===== src/rtl/imu_pkg.sv =====
// Shared definitions for the MPU9250 burst reader: register map, SPI byte constants,
// burst length and the reader FSM encoding.
package imu_pkg;

    localparam logic [7:0] ACCEL_XOUT_H = 8'h3B;
    localparam logic [7:0] WHO_AM_I     = 8'h75;
    localparam logic [7:0] READ_BIT     = 8'h80;
    localparam logic [7:0] DUMMY_BYTE   = 8'h00;
    localparam int         BURST_LEN    = 14;
    localparam int         NUM_WORDS    = BURST_LEN / 2;

    typedef enum logic [1:0] {
        IDLE    = 2'd0,
        SEND    = 2'd1,
        WAIT_RX = 2'd2,
        LATCH   = 2'd3
    } state_t;

    function automatic logic signed [15:0] be_word(input logic [7:0] hi, input logic [7:0] lo);
        return $signed({hi, lo});
    endfunction

endpackage


===== src/rtl/imu_sample_timer.sv =====
// Free-running trigger source: one-cycle tick every SAMPLE_DIV clocks.
// Only instantiated when IMU_SAMPLE_TIMER_EN is defined.
module imu_sample_timer #(
    parameter int SAMPLE_DIV = 12000
) (
    input  logic clk,
    input  logic rst,
    output logic tick
);

    logic [31:0] count;

    always_ff @(posedge clk) begin
        if (rst) begin
            count <= 32'd0;
            tick  <= 1'b0;
        end else if (count == 32'(SAMPLE_DIV - 1)) begin
            count <= 32'd0;
            tick  <= 1'b1;
        end else begin
            count <= count + 32'd1;
            tick  <= 1'b0;
        end
    end

endmodule


===== src/rtl/imu_burst_reader.sv =====
// MPU9250 burst reader: command byte plus 14 dummy bytes through an SPI byte engine,
// assembled into seven signed words. Optional internal trigger: IMU_SAMPLE_TIMER_EN.
module imu_burst_reader
    import imu_pkg::*;
#(
    parameter logic [7:0] START_REG  = ACCEL_XOUT_H,
    parameter int         NUM_BYTES  = BURST_LEN,
    parameter int         SAMPLE_DIV = 12000
) (
    input  logic               clk,
    input  logic               rst,
    input  logic               start,
    output logic               busy,
    output logic [7:0]         spi_tx_byte,
    output logic               spi_tx_valid,
    input  logic               spi_tx_ready,
    input  logic [7:0]         spi_rx_byte,
    input  logic               spi_rx_valid,
    output logic               spi_cs_hold,
    output logic signed [15:0] accel_x,
    output logic signed [15:0] accel_y,
    output logic signed [15:0] accel_z,
    output logic signed [15:0] temp_raw,
    output logic signed [15:0] gyro_x,
    output logic signed [15:0] gyro_y,
    output logic signed [15:0] gyro_z,
    output logic               sample_valid
);

    if (NUM_BYTES != BURST_LEN) begin : g_len_check
        $error("imu_burst_reader: NUM_BYTES must be %0d", BURST_LEN);
    end
    if (SAMPLE_DIV < 1) begin : g_div_check
        $error("imu_burst_reader: SAMPLE_DIV must be positive");
    end

    state_t     state;
    logic [3:0] byte_cnt;
    logic [7:0] rx_buf   [BURST_LEN];
    logic [7:0] buf_next [BURST_LEN];
    logic       trigger;

`ifdef IMU_SAMPLE_TIMER_EN
    logic timer_tick;

    imu_sample_timer #(
        .SAMPLE_DIV (SAMPLE_DIV)
    ) u_timer (
        .clk  (clk),
        .rst  (rst),
        .tick (timer_tick)
    );

    assign trigger = start | timer_tick;
`else
    assign trigger = start;
`endif

    // Buffer as it will look after the current rx byte lands; lets the final byte
    // go straight into the output words on the same edge it arrives.
    always_comb begin
        buf_next = rx_buf;
        if (byte_cnt != 4'd0) begin
            buf_next[byte_cnt - 4'd1] = spi_rx_byte;
        end
    end

    always_ff @(posedge clk) begin
        if (state == WAIT_RX && spi_rx_valid) begin
            rx_buf <= buf_next;
        end
    end

    always_ff @(posedge clk) begin
        if (rst) begin
            state        <= IDLE;
            busy         <= 1'b0;
            spi_tx_valid <= 1'b0;
            spi_cs_hold  <= 1'b0;
            sample_valid <= 1'b0;
            spi_tx_byte  <= 8'h00;
            byte_cnt     <= 4'd0;
            accel_x      <= '0;
            accel_y      <= '0;
            accel_z      <= '0;
            temp_raw     <= '0;
            gyro_x       <= '0;
            gyro_y       <= '0;
            gyro_z       <= '0;
        end else begin
            sample_valid <= 1'b0;
            case (state)
                IDLE: begin
                    if (trigger) begin
                        state        <= SEND;
                        busy         <= 1'b1;
                        spi_cs_hold  <= 1'b1;
                        byte_cnt     <= 4'd0;
                        spi_tx_byte  <= READ_BIT | START_REG;
                        spi_tx_valid <= 1'b1;
                    end
                end
                SEND: begin
                    if (spi_tx_ready) begin
                        spi_tx_valid <= 1'b0;
                        state        <= WAIT_RX;
                    end
                end
                WAIT_RX: begin
                    if (spi_rx_valid) begin
                        byte_cnt <= byte_cnt + 4'd1;
                        if (byte_cnt == 4'(NUM_BYTES)) begin
                            state        <= LATCH;
                            sample_valid <= 1'b1;
                            spi_cs_hold  <= 1'b0;
                            accel_x      <= be_word(buf_next[0],  buf_next[1]);
                            accel_y      <= be_word(buf_next[2],  buf_next[3]);
                            accel_z      <= be_word(buf_next[4],  buf_next[5]);
                            temp_raw     <= be_word(buf_next[6],  buf_next[7]);
                            gyro_x       <= be_word(buf_next[8],  buf_next[9]);
                            gyro_y       <= be_word(buf_next[10], buf_next[11]);
                            gyro_z       <= be_word(buf_next[12], buf_next[13]);
                        end else begin
                            spi_tx_byte  <= DUMMY_BYTE;
                            spi_tx_valid <= 1'b1;
                            state        <= SEND;
                        end
                    end
                end
                LATCH: begin
                    state <= IDLE;
                    busy  <= 1'b0;
                end
                default: state <= IDLE;
            endcase
        end
    end

endmodule


===== config.mk =====
export PLATFORM = sky130hd
export DESIGN_NAME = imu_burst_reader
export DESIGN_NICKNAME = d
export VERILOG_FILES = /design/src/rtl/imu_pkg.sv /design/src/rtl/imu_sample_timer.sv /design/src/rtl/imu_burst_reader.sv
export SDC_FILE = /design/constraint.sdc
export NUM_CORES = 1
export LEC_CHECK = 0
export BUFFER_PORTS_ARGS = -buffer_cell sky130_fd_sc_hd__buf_2
export CAP_MARGIN = 20
export CORE_ASPECT_RATIO = 1.2
export CORE_MARGIN = 5
export CORE_UTILIZATION = 58
export CTS_BUF_LIST = sky130_fd_sc_hd__clkbuf_16
export DETAILED_ROUTE_END_ITERATION = 10
export HOLD_SLACK_MARGIN = 0.15
export PLACE_DENSITY = 0.79
export SYNTH_ARGS = -nofsm -noshare
export SYNTH_HDL_FRONTEND = slang
export SYNTH_SLANG_ARGS = --single-unit

===== constraint.sdc =====
create_clock -name clk -period 7.4 [get_ports clk]
set_clock_uncertainty 0.15 [all_clocks]
set_input_delay 0.37 -clock clk [delete_from_list [all_inputs] [get_ports clk]]
set_output_delay 0.37 -clock clk [all_outputs]
set_load 0.005 [all_outputs]

---- Word level (Yosys, flattened, before mapping) ----
Index checks and enable logic that the tools add are counted.
word-level totals
  logic and storage cells ................. 85
  flip-flop bits (word level) ............. 242
  output and inout port bits .............. 124
operators by class
  $lt $le $gt $ge ......................... 2
  add/subtract/negate cells ............... 2
  bitwise gates (word level) .............. 3
  reduce and logical (&&, ||, !) cells .... 15
  equal/unequal tests ..................... 9
  multiplexer cells ....................... 26
operators with widths
  cell                                                                           number
  112-bit bitwise mux                                                            1
  112-bit 2-to-1 mux                                                             1
  8-bit demux with 4-bit select                                                  1
  8-bit 2-to-1 mux                                                               4
  8-bit one-hot mux with 2 select lines                                          1
  3-bit AND reduction                                                            3
  2-bit 2-to-1 mux                                                               4
  4-bit 2-to-1 mux                                                               2
  2-bit inequality test (second input constant)                                  4
  2-bit one-hot mux with 4 select lines                                          1
  4-bit one-hot mux with 2 select lines                                          1
  4-bit AND reduction                                                            2
  1-bit 2-to-1 mux                                                               7
  5-bit >= comparator (second input constant)                                    1
  5-bit by 1-bit less-than comparator with 1-bit output (second input constant)  1
  4-bit inverter with 5-bit output                                               1
  5-bit AND reduction                                                            1
  4-bit by 1-bit adder with 4-bit output (second input constant)                 1
  2-bit == test (second input constant)                                          2
  4-bit == test (second input constant)                                          1
  1-bit one-hot mux with 2 select lines                                          2
  2-bit nonzero test                                                             2
  4-bit nonzero test                                                             1
  4-bit by 1-bit subtractor with 4-bit output (second input constant)            1
  9 further kinds                                                                11

---- Longest topological paths before layout ----
Gate-level depths: netlist of the first run.
  depth in word-level cells ............... 8
  gate-level depth with buffers ........... 9
  gate-level depth less buffers ........... 6

---- Worst setup path after synthesis of the first run ----
Ideal clock, no wire load.
  path kind ............................... reg2reg
  start ................................... register state[0]
  end ..................................... register spi_cs_hold
  path slack .............................. 2.149 ns
  arrival time ............................ 4.973 ns
  path buffers ............................ 3
  clock period less this slack ............ 5.251 ns
  cell stages (with the launch flop) ...... 8
  cells stage by stage .................... dfxtp_1 > and3b_1 > clkbuf_1 > nand3_1 > buf_4 > buf_2 > a21oi_1 > nor2_1
between the ends
  word-level cells in the longest chain between the ends .. 3
  elaborated cells between the ends (all ways) .. 8
  classes of those cells .................. 4 x eq/ne; 1 x mux; 3 x reduce/logical
ends and longest elaborated chain
  element                                                                                          RTL line                 RTL
  start, declared                                                                                  imu_burst_reader.sv:37   state_t state;
  start signal, assigned                                                                           imu_burst_reader.sv:76   state <= IDLE;
  start signal, assigned                                                                           imu_burst_reader.sv:95   state <= SEND;
  start signal, assigned                                                                           imu_burst_reader.sv:106  state <= WAIT_RX;
  2-bit == test or 2-bit zero test (tied branches)                                                 imu_burst_reader.sv:92   case (state)
  2-bit by 1-bit inequality test with 1-bit output (no source line), or another cell as far along  n/a
  4-bit AND reduction (no source line)                                                             n/a
  end signal, assigned                                                                             imu_burst_reader.sv:79   spi_cs_hold <= 1'b0;
  end signal, assigned                                                                             imu_burst_reader.sv:97   spi_cs_hold <= 1'b1;
  end signal, assigned                                                                             imu_burst_reader.sv:115  spi_cs_hold <= 1'b0;
  end, declared                                                                                    imu_burst_reader.sv:19   output logic spi_cs_hold,
Several ways; a longest one is shown, not always the timed one.
A chain may end at the register's enable or synchronous reset.

---- Final worst setup path of the first run ----
  start ................................... register byte_cnt[1]
  end ..................................... register gyro_x[7]
between the ends
  word-level cells in the longest chain between the ends .. 8
  elaborated cells between the ends (all ways) .. 12
  classes of those cells .................. 1 x add/sub; 2 x order compare; 1 x eq/ne; 4 x mux; 1 x bitwise; 3 x reduce/logical
ends and longest elaborated chain
  element                                                                                                             RTL line                 RTL
  start, declared                                                                                                     imu_burst_reader.sv:38   logic [3:0] byte_cnt;
  start signal, assigned                                                                                              imu_burst_reader.sv:111  byte_cnt <= byte_cnt + 4'd1;
  4-bit by 1-bit subtractor with 4-bit output                                                                         imu_burst_reader.sv:64   buf_next[byte_cnt - 4'd1] = spi_rx_byte;
  4-bit inverter with 5-bit output (implied by the code)                                                              imu_burst_reader.sv:64
  5-bit >= comparator (implied by the code) or 5-bit by 1-bit less-than comparator with 1-bit output (tied branches)  imu_burst_reader.sv:64
  1-bit logical AND (implied by the code)                                                                             imu_burst_reader.sv:64
  8-bit 2-to-1 mux (implied by the code)                                                                              imu_burst_reader.sv:64
  8-bit demux with 4-bit select                                                                                       imu_burst_reader.sv:64
  112-bit bitwise mux                                                                                                 imu_burst_reader.sv:64
  112-bit 2-to-1 mux                                                                                                  imu_burst_reader.sv:63   if (byte_cnt != 4'd0) begin
  end signal, assigned                                                                                                imu_burst_reader.sv:120  gyro_x <= be_word(buf_next[8], buf_next[9]);
  end, declared                                                                                                       imu_burst_reader.sv:24   output logic signed [15:0] gyro_x,
Several ways; a longest one is shown, not always the timed one.

==> results by group, run 1 <==
Clock network
  • Number of setup buffers added after CTS: 0
  • Clk_lat worst skew: 0.51 ns
  • CTS clk-pin slew, worst paths: 0.06 ns
  • CTS tree: yes
  • Maximum clock path buffer count: 3
  • Total CTS buffers: 23
  • CTS sink count: 235
  • Clock Root Buffer: clkbuf_16
  • H-tree depth: 1

Pwr
  • Net Switching: 0.525 mW
  • Final Total Pwr: 2.54 mW
  • Sw Share: 0.207
  • Clock share of power: 0.433
  • Combinational fraction of design power: 0.028
  • Leakage: 4.43 nW
  • Max VDD drop: 0.163 mV
  • Internal Pwr Total: 2.02 mW
  • Power Density: 221 nW/um^2
  • Sequential power share: 0.539

Floorplan
  • Initial Util: 0.586
  • Core outline area: 17400 sq um
  • Die Y: 155 um
  • Placement Rows: 53
  • Die Wd: 131 um
  • Die area: 20400 sq um
  • IO Count: 137

Worst setup path
  • R2R cell count: 6
  • WP data arrival: 4.10 ns
  • Max Fanout on Critical Path: 97
  • Critical path launch point: byte_cnt[1]$_SDFFE_PP0P_
  • Critical Setup Path Class: register to register
  • WP data required: 7.66 ns
  • CP endpoint kind: register
  • CP Launch Type: register
  • R2r startpoint: byte_cnt[1]$_SDFFE_PP0P_

Route
  • DRT antenna net count: 0
  • Drt wl/cell: 20.2 um
  • DR vias: 7287
  • DRC errors left: 0
  • DR pass1 iterations: 6
  • Via-to-Cell Ratio: 6.03
  • Routed wire length: 24400 um
  • Starting DRT DRC Count: 689

Timing
  • Achievable Freq: 260 MHz
  • Tcrit/Tclk final: 0.520
  • Rel. slew slack: 0.308
  • Endpoints failing hold: 0
  • Slew @ Worst Pin: 1.04 ns
  • Final TNS setup: 0 ns
  • Min cycle time layout: 3.85 ns
  • Final setup viols: 0
  • RSZ-0062 raised after global routing: false
  • Max-slew violation count: 0

Yosys
  • Seq/Total Area, Yosys: 0.570
  • Post-synthesis mux area share: 0.112
  • EDFF count, synth: 112
  • FFs w/ async S/R, synth: 0
  • Compound-cell area share of the yosys netlist: 0.127
  • Synth Flop Type: dfxtp_1
  • Synth Area in XOR/XNOR: 0.00171
  • Post-synth top cells: dfxtp_1 (123), edfxtp_1 (112), nor2_1 (97)
  • Most common cell in the netlist: dfxtp_1
  • Area leader, netlist: edfxtp_1
  • Post-synthesis adder-cell area fraction: 0.00735
  • Yosys warns: 0
  • Dominant cells by area after synthesis: edfxtp_1 (33%), dfxtp_1 (24%), mux2_2 (7.2%)
  • Mapped Cells: 884
  • Flops & latches, synth: 235
  • Post-synth top area share: 0.329
  • Synth Area in Simple Gates: 0.132
  • Mean post-synth cell area: 11.6 sq um
  • Synthesized area: 10200 sq um
  • Largest family of logic cells by synthesized area: simple AND/OR/NAND/NOR gates
  • Yosys cell types: 57

Placement
  • Gpl congestion: 0.815
  • DP HPWL: 14700 um
  • Port Buffer Count: 134

GRT
  • Initial antenna violation count: 0
  • Largest net degree at the start of global routing: 98
  • GRT Util Overall: 0.231
  • Global-route wire length before repair: 38700 um
  • Vias in the first global route: 7157
  • Total congestion overflow: 0

Min path
  • Min-delay src: start
  • Worst min path class: input port to register
  • Hold path cells: 4

Cells and area
  • Util after Layout: 0.658
  • Nets: 992
  • Layout area overhead: 12.4%
  • Fraction of layout cells with a size suffix above 1: 0.287
  • Ant diodes: 0

Run
  • Max-cap viol count: 0

Run status
  • Status: finished clean
## per-layer routing
| layer | part of all wire | up-vias | track usage | wire length (um) |
|---|---|---|---|---|
| met2 | 0.48 | 302 | 0.382 | 11800 |
| li1 | - | 3405 | - | - |
| met3 | 0.075 | 57 | 0.0385 | 1820 |
| met4 | 0.030 | 0 | 0.0792 | 730 |
| met5 | 0 | - | 0 | 0 |
| met1 | 0.41 | 3523 | 0.311 | 10100 |
## flip-flops by register name, indices dropped and copies added (netlist names)
signal        flops
accel_x          16
accel_y          16
accel_z          16
busy              1
byte_cnt          4
gyro_x           16
gyro_y           16
gyro_z           16
rx_buf          112
sample_valid      1
spi_cs_hold       1
spi_tx_byte       1
spi_tx_valid      1
state             2
temp_raw         16
## power groups by stage
stage          Clock [mW]  Sequential, mW  Combinational (mW)
5_1_grt              1.17            1.37              0.0759
6_report             1.10            1.37              0.0705
4_1_cts              1.12            1.37              0.0702
2_1_floorplan           0            1.40              0.0468
3_3_place_gp            0            1.40              0.0681
3_5_place_dp            0            1.40              0.0688
## worst max-delay path: stages, from the launching register on
cell,delay (ns)
dfxtp_1,0.59
ha_1,0.72
and2_1,0.47
and3_4,0.51
buf_4,0.82
o21bai_1,0.16
a211oi_1,0.28
## cells in the final DEF (no fill, tap or decap), drive strengths merged, types with 6 or more instances in the layout
cell	netlist	routed
a211oi	29	29
a21oi	44	44
a311oi	45	45
buf	45	139
clkbuf	34	23
clkinv	0	7
dfxtp	123	123
edfxtp	112	112
ha	6	6
inv	7	15
mux2	93	93
nand2	93	93
nand3	28	28
nor2	98	98
nor3	37	37
o21ai	19	19
o21bai	31	31
## layout make-up
type                            instances  area [sq um]
Multi-Input combinational cell        564          3910
Sequential cell                       235          5830
Inverter                                7          26.3
Tap cell                              220           275
Clock buffer                           23           576
Timing Repair Buffer                  142           741
Clock inverter                         18           126
Fill cell                            1340          5960
## timing repair
item / in CTS / in global routing
gates resized for setup: 0 / 0
hold buffers: 3 / 0
hold endpoints to repair: 18 / 0
## kinds of logic after synthesis
| family | count (synthesis) |
|---|---|
| fa+ha+maj | 6 |
| compound gates | 179 |
| mux | 94 |
| simple gates | 281 |
| other cells | 1 |
| flops | 235 |
| xor+xnor | 2 |
| buf+inv | 86 |
## stage by stage
stage          cells  area [sq um]  worst slack, ns  hold slack (ns)
5_1_grt         1209         11500             3.20            0.235
2_1_floorplan    885         10200             2.15            0.303
3_3_place_gp    1165         10700             3.81            0.288
6_report        1209         11500             3.55            0.194
4_1_cts         1209         11500             3.55            0.177
3_5_place_dp    1165         10700             3.60            0.294
## final timing paths
kind | end | slack [ns]
setup / recovery | gyro_x[7]$_SDFFE_PP0P_ | 3.55
hold reg to reg | accel_x[7]$_SDFFE_PP0P_ | 0.30
setup reg to reg | gyro_x[7]$_SDFFE_PP0P_ | 3.55
hold / removal | spi_tx_valid$_SDFFE_PP0P_ | 0.19
(Power assumes the default switching activity.)
==> run 2, diff against run 1 <==
--- a/config.mk
+++ b/config.mk
@@ -5,15 +5,16 @@
 export SDC_FILE = /design/constraint.sdc
 export NUM_CORES = 1
 export LEC_CHECK = 0
+export ABC_AREA = 1
 export BUFFER_PORTS_ARGS = -buffer_cell sky130_fd_sc_hd__buf_2
 export CAP_MARGIN = 20
 export CORE_ASPECT_RATIO = 1.2
 export CORE_MARGIN = 5
-export CORE_UTILIZATION = 58
+export CORE_UTILIZATION = 52
 export CTS_BUF_LIST = sky130_fd_sc_hd__clkbuf_16
 export DETAILED_ROUTE_END_ITERATION = 10
 export HOLD_SLACK_MARGIN = 0.15
-export PLACE_DENSITY = 0.79
+export PLACE_DENSITY = 0.75
 export SYNTH_ARGS = -nofsm -noshare
 export SYNTH_HDL_FRONTEND = slang
 export SYNTH_SLANG_ARGS = --single-unit
==> constraint.sdc (replaced) <==
create_clock -name clk -period 3.5 [get_ports clk]
set_clock_uncertainty 0.15 [all_clocks]
set_input_delay 0.175 -clock clk [delete_from_list [all_inputs] [get_ports clk]]
set_output_delay 0.175 -clock clk [all_outputs]
set_load 0.005 [all_outputs]
==> run 2 against run 1 <==
Effect of this change:
- via count increased by 24%
- area after synthesis increased by 4.9%
- die area increased by 16%
- flip-flop and latch count unchanged
- first-iteration DRC count increased by 13%
- largest power group unchanged
==> results by group, run 2 <==
Run status
  • Status: finished clean

Pwr
  • Sequential power share: 0.494 (-0.045)
  • Max VDD drop: 0.416 mV (+150%)
  • Internal Pwr Total: 4.48 mW (+120%)
  • Final Total Pwr: 5.93 mW (+130%)
  • Combinational fraction of design power: 0.087 (+0.059)
  • Sw Share: 0.244 (+0.0379)
  • Power Density: 483 nW/um^2 (+120%)
  • Leakage: 5.97 nW (+35%)
  • Net Switching: 1.45 mW (+180%)
  • Clock share of power: 0.418 (-0.015)

Floorplan
  • Placement Rows: 57 (+7.5%)
  • Die area: 23600 sq um (+16%)
  • Core outline area: 20300 sq um (+16%)
  • Initial Util: 0.529 (-0.0569)
  • Die Wd: 141 um (+7.5%)
  • Die Y: 167 um (+7.6%)
  • IO Count: 137 (unchanged)

Clock network
  • Number of setup buffers added after CTS: 0 (unchanged)
  • Maximum clock path buffer count: 3 (unchanged)
  • CTS sink count: 235 (unchanged)
  • Clock Root Buffer: clkbuf_16
  • Clk_lat worst skew: 0.51 ns (about the same)
  • CTS tree: yes
  • H-tree depth: 1 (unchanged)
  • Total CTS buffers: 24 (+4.3%)
  • CTS clk-pin slew, worst paths: 0.07 ns (about the same)

Worst setup path
  • Max Fanout on Critical Path: 19 (-80%)
  • WP data required: 3.81 ns (-3.85 ns)
  • Critical Setup Path Class: register to register
  • CP Launch Type: register
  • Internal reg-to-reg setup slack: 0.70 ns (-2.85 ns)
  • CP delay by family, top: buffers and inverters
  • Crit path buf inv count: 4 (+3)
  • CP cell instances: inv_1, ha_1, xnor2_4, buf_4, buf_4, nand4_1, nand3_1, nand2_1, inv_1
  • WP data arrival: 3.11 ns (-0.99 ns)
  • CP endpoint kind: register
  • Slowest stage cell, crit path: xnor2_4
  • Slowest stage delay, CP: 0.58 ns (-0.24 ns)

Route
  • Starting DRT DRC Count: 781 (+13%)
  • Via-to-Cell Ratio: 5.31 (-12%)
  • Routed wire length: 26000 um (+6.4%)
  • DRC errors left: 0 (unchanged)
  • DR vias: 9009 (+24%)
  • DR pass1 iterations: 5 (-1)
  • Drt wl/cell: 15.3 um (-24%)
  • DRT antenna net count: 0 (unchanged)

Cells and area
  • Fraction of layout cells with a size suffix above 1: 0.149 (-0.138)
  • Top reg by flops: rx_buf
  • Ant diodes: 0 (unchanged)
  • Layout area overhead: 14.7%
  • Most common cell after layout, fill and taps aside: nand2_1
  • Nets: 1432 (+44%)
  • Fillers: 1804 (+35%)
  • Finished Cell Area: 12300 sq um (+7.0%)
  • Max FFs per register: 112 (unchanged)
  • Commonest non-fill, non-tap cells in the layout: nand2_1 (356), nor2_1 (230), buf_2 (133), inv_1 (127), dfxtp_1 (123)

Min path
  • Worst min path class: input port to register

Yosys
  • Post-synth top cells: nand2_1 (356), nor2_1 (230), inv_1 (124)
  • Seq/Total Area, Yosys: 0.544 (-0.0264)
  • Mean post-synth cell area: 8.17 sq um (-29%)
  • EDFF count, synth: 112 (unchanged)
  • Flops & latches, synth: 235 (unchanged)
  • FFs w/ async S/R, synth: 0 (unchanged)
  • Synthesized area: 10700 sq um (+4.9%)
  • Dominant cells by area after synthesis: edfxtp_1 (31%), dfxtp_1 (23%), nand2_1 (12%)
  • Yosys warns: 0 (unchanged)
  • Mapped Cells: 1311 (+48%)
  • Most common cell in the netlist: nand2_1
  • Synth Flop Type: dfxtp_1
  • Yosys cell types: 31 (-46%)
  • Area leader, netlist: edfxtp_1
  • Post-synth top area share: 0.314 (-0.0152)

Timing
  • Tcrit/Tclk final: 0.800 (+0.280)
  • Slew @ Worst Pin: 0.962 ns (-0.0766 ns)
  • Rel. slew slack: 0.359 (+0.0511)
  • Achievable Freq: 357 MHz (+37%)
  • Final setup viols: 0 (unchanged)
  • Max-slew violation count: 0 (unchanged)
  • Min cycle time layout: 2.80 ns (-1.05 ns)
  • Final TNS setup: 0 ns (unchanged)
  • Endpoints failing hold: 0 (unchanged)
  • RSZ-0062 raised after global routing: false
  • Hold_ws: 0.168 ns (-0.0256 ns)

GRT
  • GRT Util Overall: 0.216 (-0.0149)
  • Largest net degree at the start of global routing: 100 (+2.0%)
  • Global-route wire length before repair: 42700 um (+10%)
  • Total congestion overflow: 0 (unchanged)
  • Initial antenna violation count: 0 (unchanged)
  • Vias in the first global route: 8536 (+19%)

Run
  • Max-cap viol count: 0 (unchanged)

Placement
  • Dpl cell area: 11400 sq um (+6.4%)
  • DP HPWL: 16000 um (+8.7%)
  • Port Buffer Count: 134 (unchanged)
  • Gpl congestion: 0.769 (-5.7%)
run 2: changes by cell type in the layout (fill, tap and decap cells not counted), sizes merged, moves of 31 or more:
cell    delta
inv      +114
nand3    +103
a311oi    -45
mux2      -93
nor3      -36
nand2    +265
nand4    +110
o21bai    -31
nor2     +136
a21oi     -35
run 2: cell families after synthesis:
kind of cell,synth area share
other,0.000350
AND/OR/NAND/NOR,0.343
buffers and inverters,0.0907
XOR/XNOR,0.00491
adder cells (fa/ha/maj),0.00701
AO/OA/AOI/OAI,0.0103
flip-flops,0.544
run 2: final cells by class:
class / instances / area, sq um / area share
Inverter: 125 / 472 / 0.0384
Timing Repair Buffer: 163 / 961 / 0.0782
Sequential cell: 235 / 5830 / 0.474
Clock buffer: 25 / 626 / 0.0509
Multi-Input combinational cell: 864 / 3930 / 0.320
Tap cell: 265 / 332 / 0.0270
Clock inverter: 19 / 139 / 0.0113
run 2: final timing paths:
kind	from	endpoint	cells after the start
max reg2reg	byte_cnt[0]$_SDFFE_PP0P_	gyro_y[9]$_SDFFE_PP0P_	9
max	byte_cnt[0]$_SDFFE_PP0P_	gyro_y[9]$_SDFFE_PP0P_	9
min reg2reg	spi_cs_hold$_SDFFE_PP0P_	spi_cs_hold$_SDFFE_PP0P_	2
min	spi_rx_byte[1]	gyro_x[1]$_SDFFE_PP0P_	5
run 2: stage by stage:
stage / setup slack [ns] / std cells / util
after detailed placement: 0.736 / 1644 / 0.565
final: 0.701 / 1696 / 0.606
after floorplan: 0.0480 / 1312 / -
after global placement: 0.834 / 1644 / 0.565
after global routing: 0.505 / 1696 / 0.606
after CTS: 0.713 / 1696 / 0.606
run 2: power groups by stage:
stage	Combinational, mW	Sequential, mW	Clock (mW)
5_1_grt	0.565	2.93	2.65
3_3_place_gp	0.491	2.99	0
3_5_place_dp	0.499	2.99	0
2_1_floorplan	0.395	2.99	0
4_1_cts	0.511	2.93	2.53
6_report	0.517	2.93	2.48
run 2: tightest hold or removal path, cell delays in order:
cell     delay (ns)
buf_2          0.25
nand4_1        0.18
nand3_1        0.08
nand2_1        0.06
inv_1          0.03
run 2: timing repair:
action / 4_1_cts / 5_1_grt
hold buffers: 8 / 0
hold endpoints to repair: 21 / 0
resized for setup: 0 / 0
endpoints found under the setup margin: 0 / 0
run 2: per-layer routing:
layer  vias to the layer above  GRT usage  routed length [um]
met1                      4192      0.303               11300
li1                       4467          -                   -
met4                         0     0.0628                 602
met3                        45     0.0331                1940
met5                         -          0                   0
met2                       305      0.349               12200
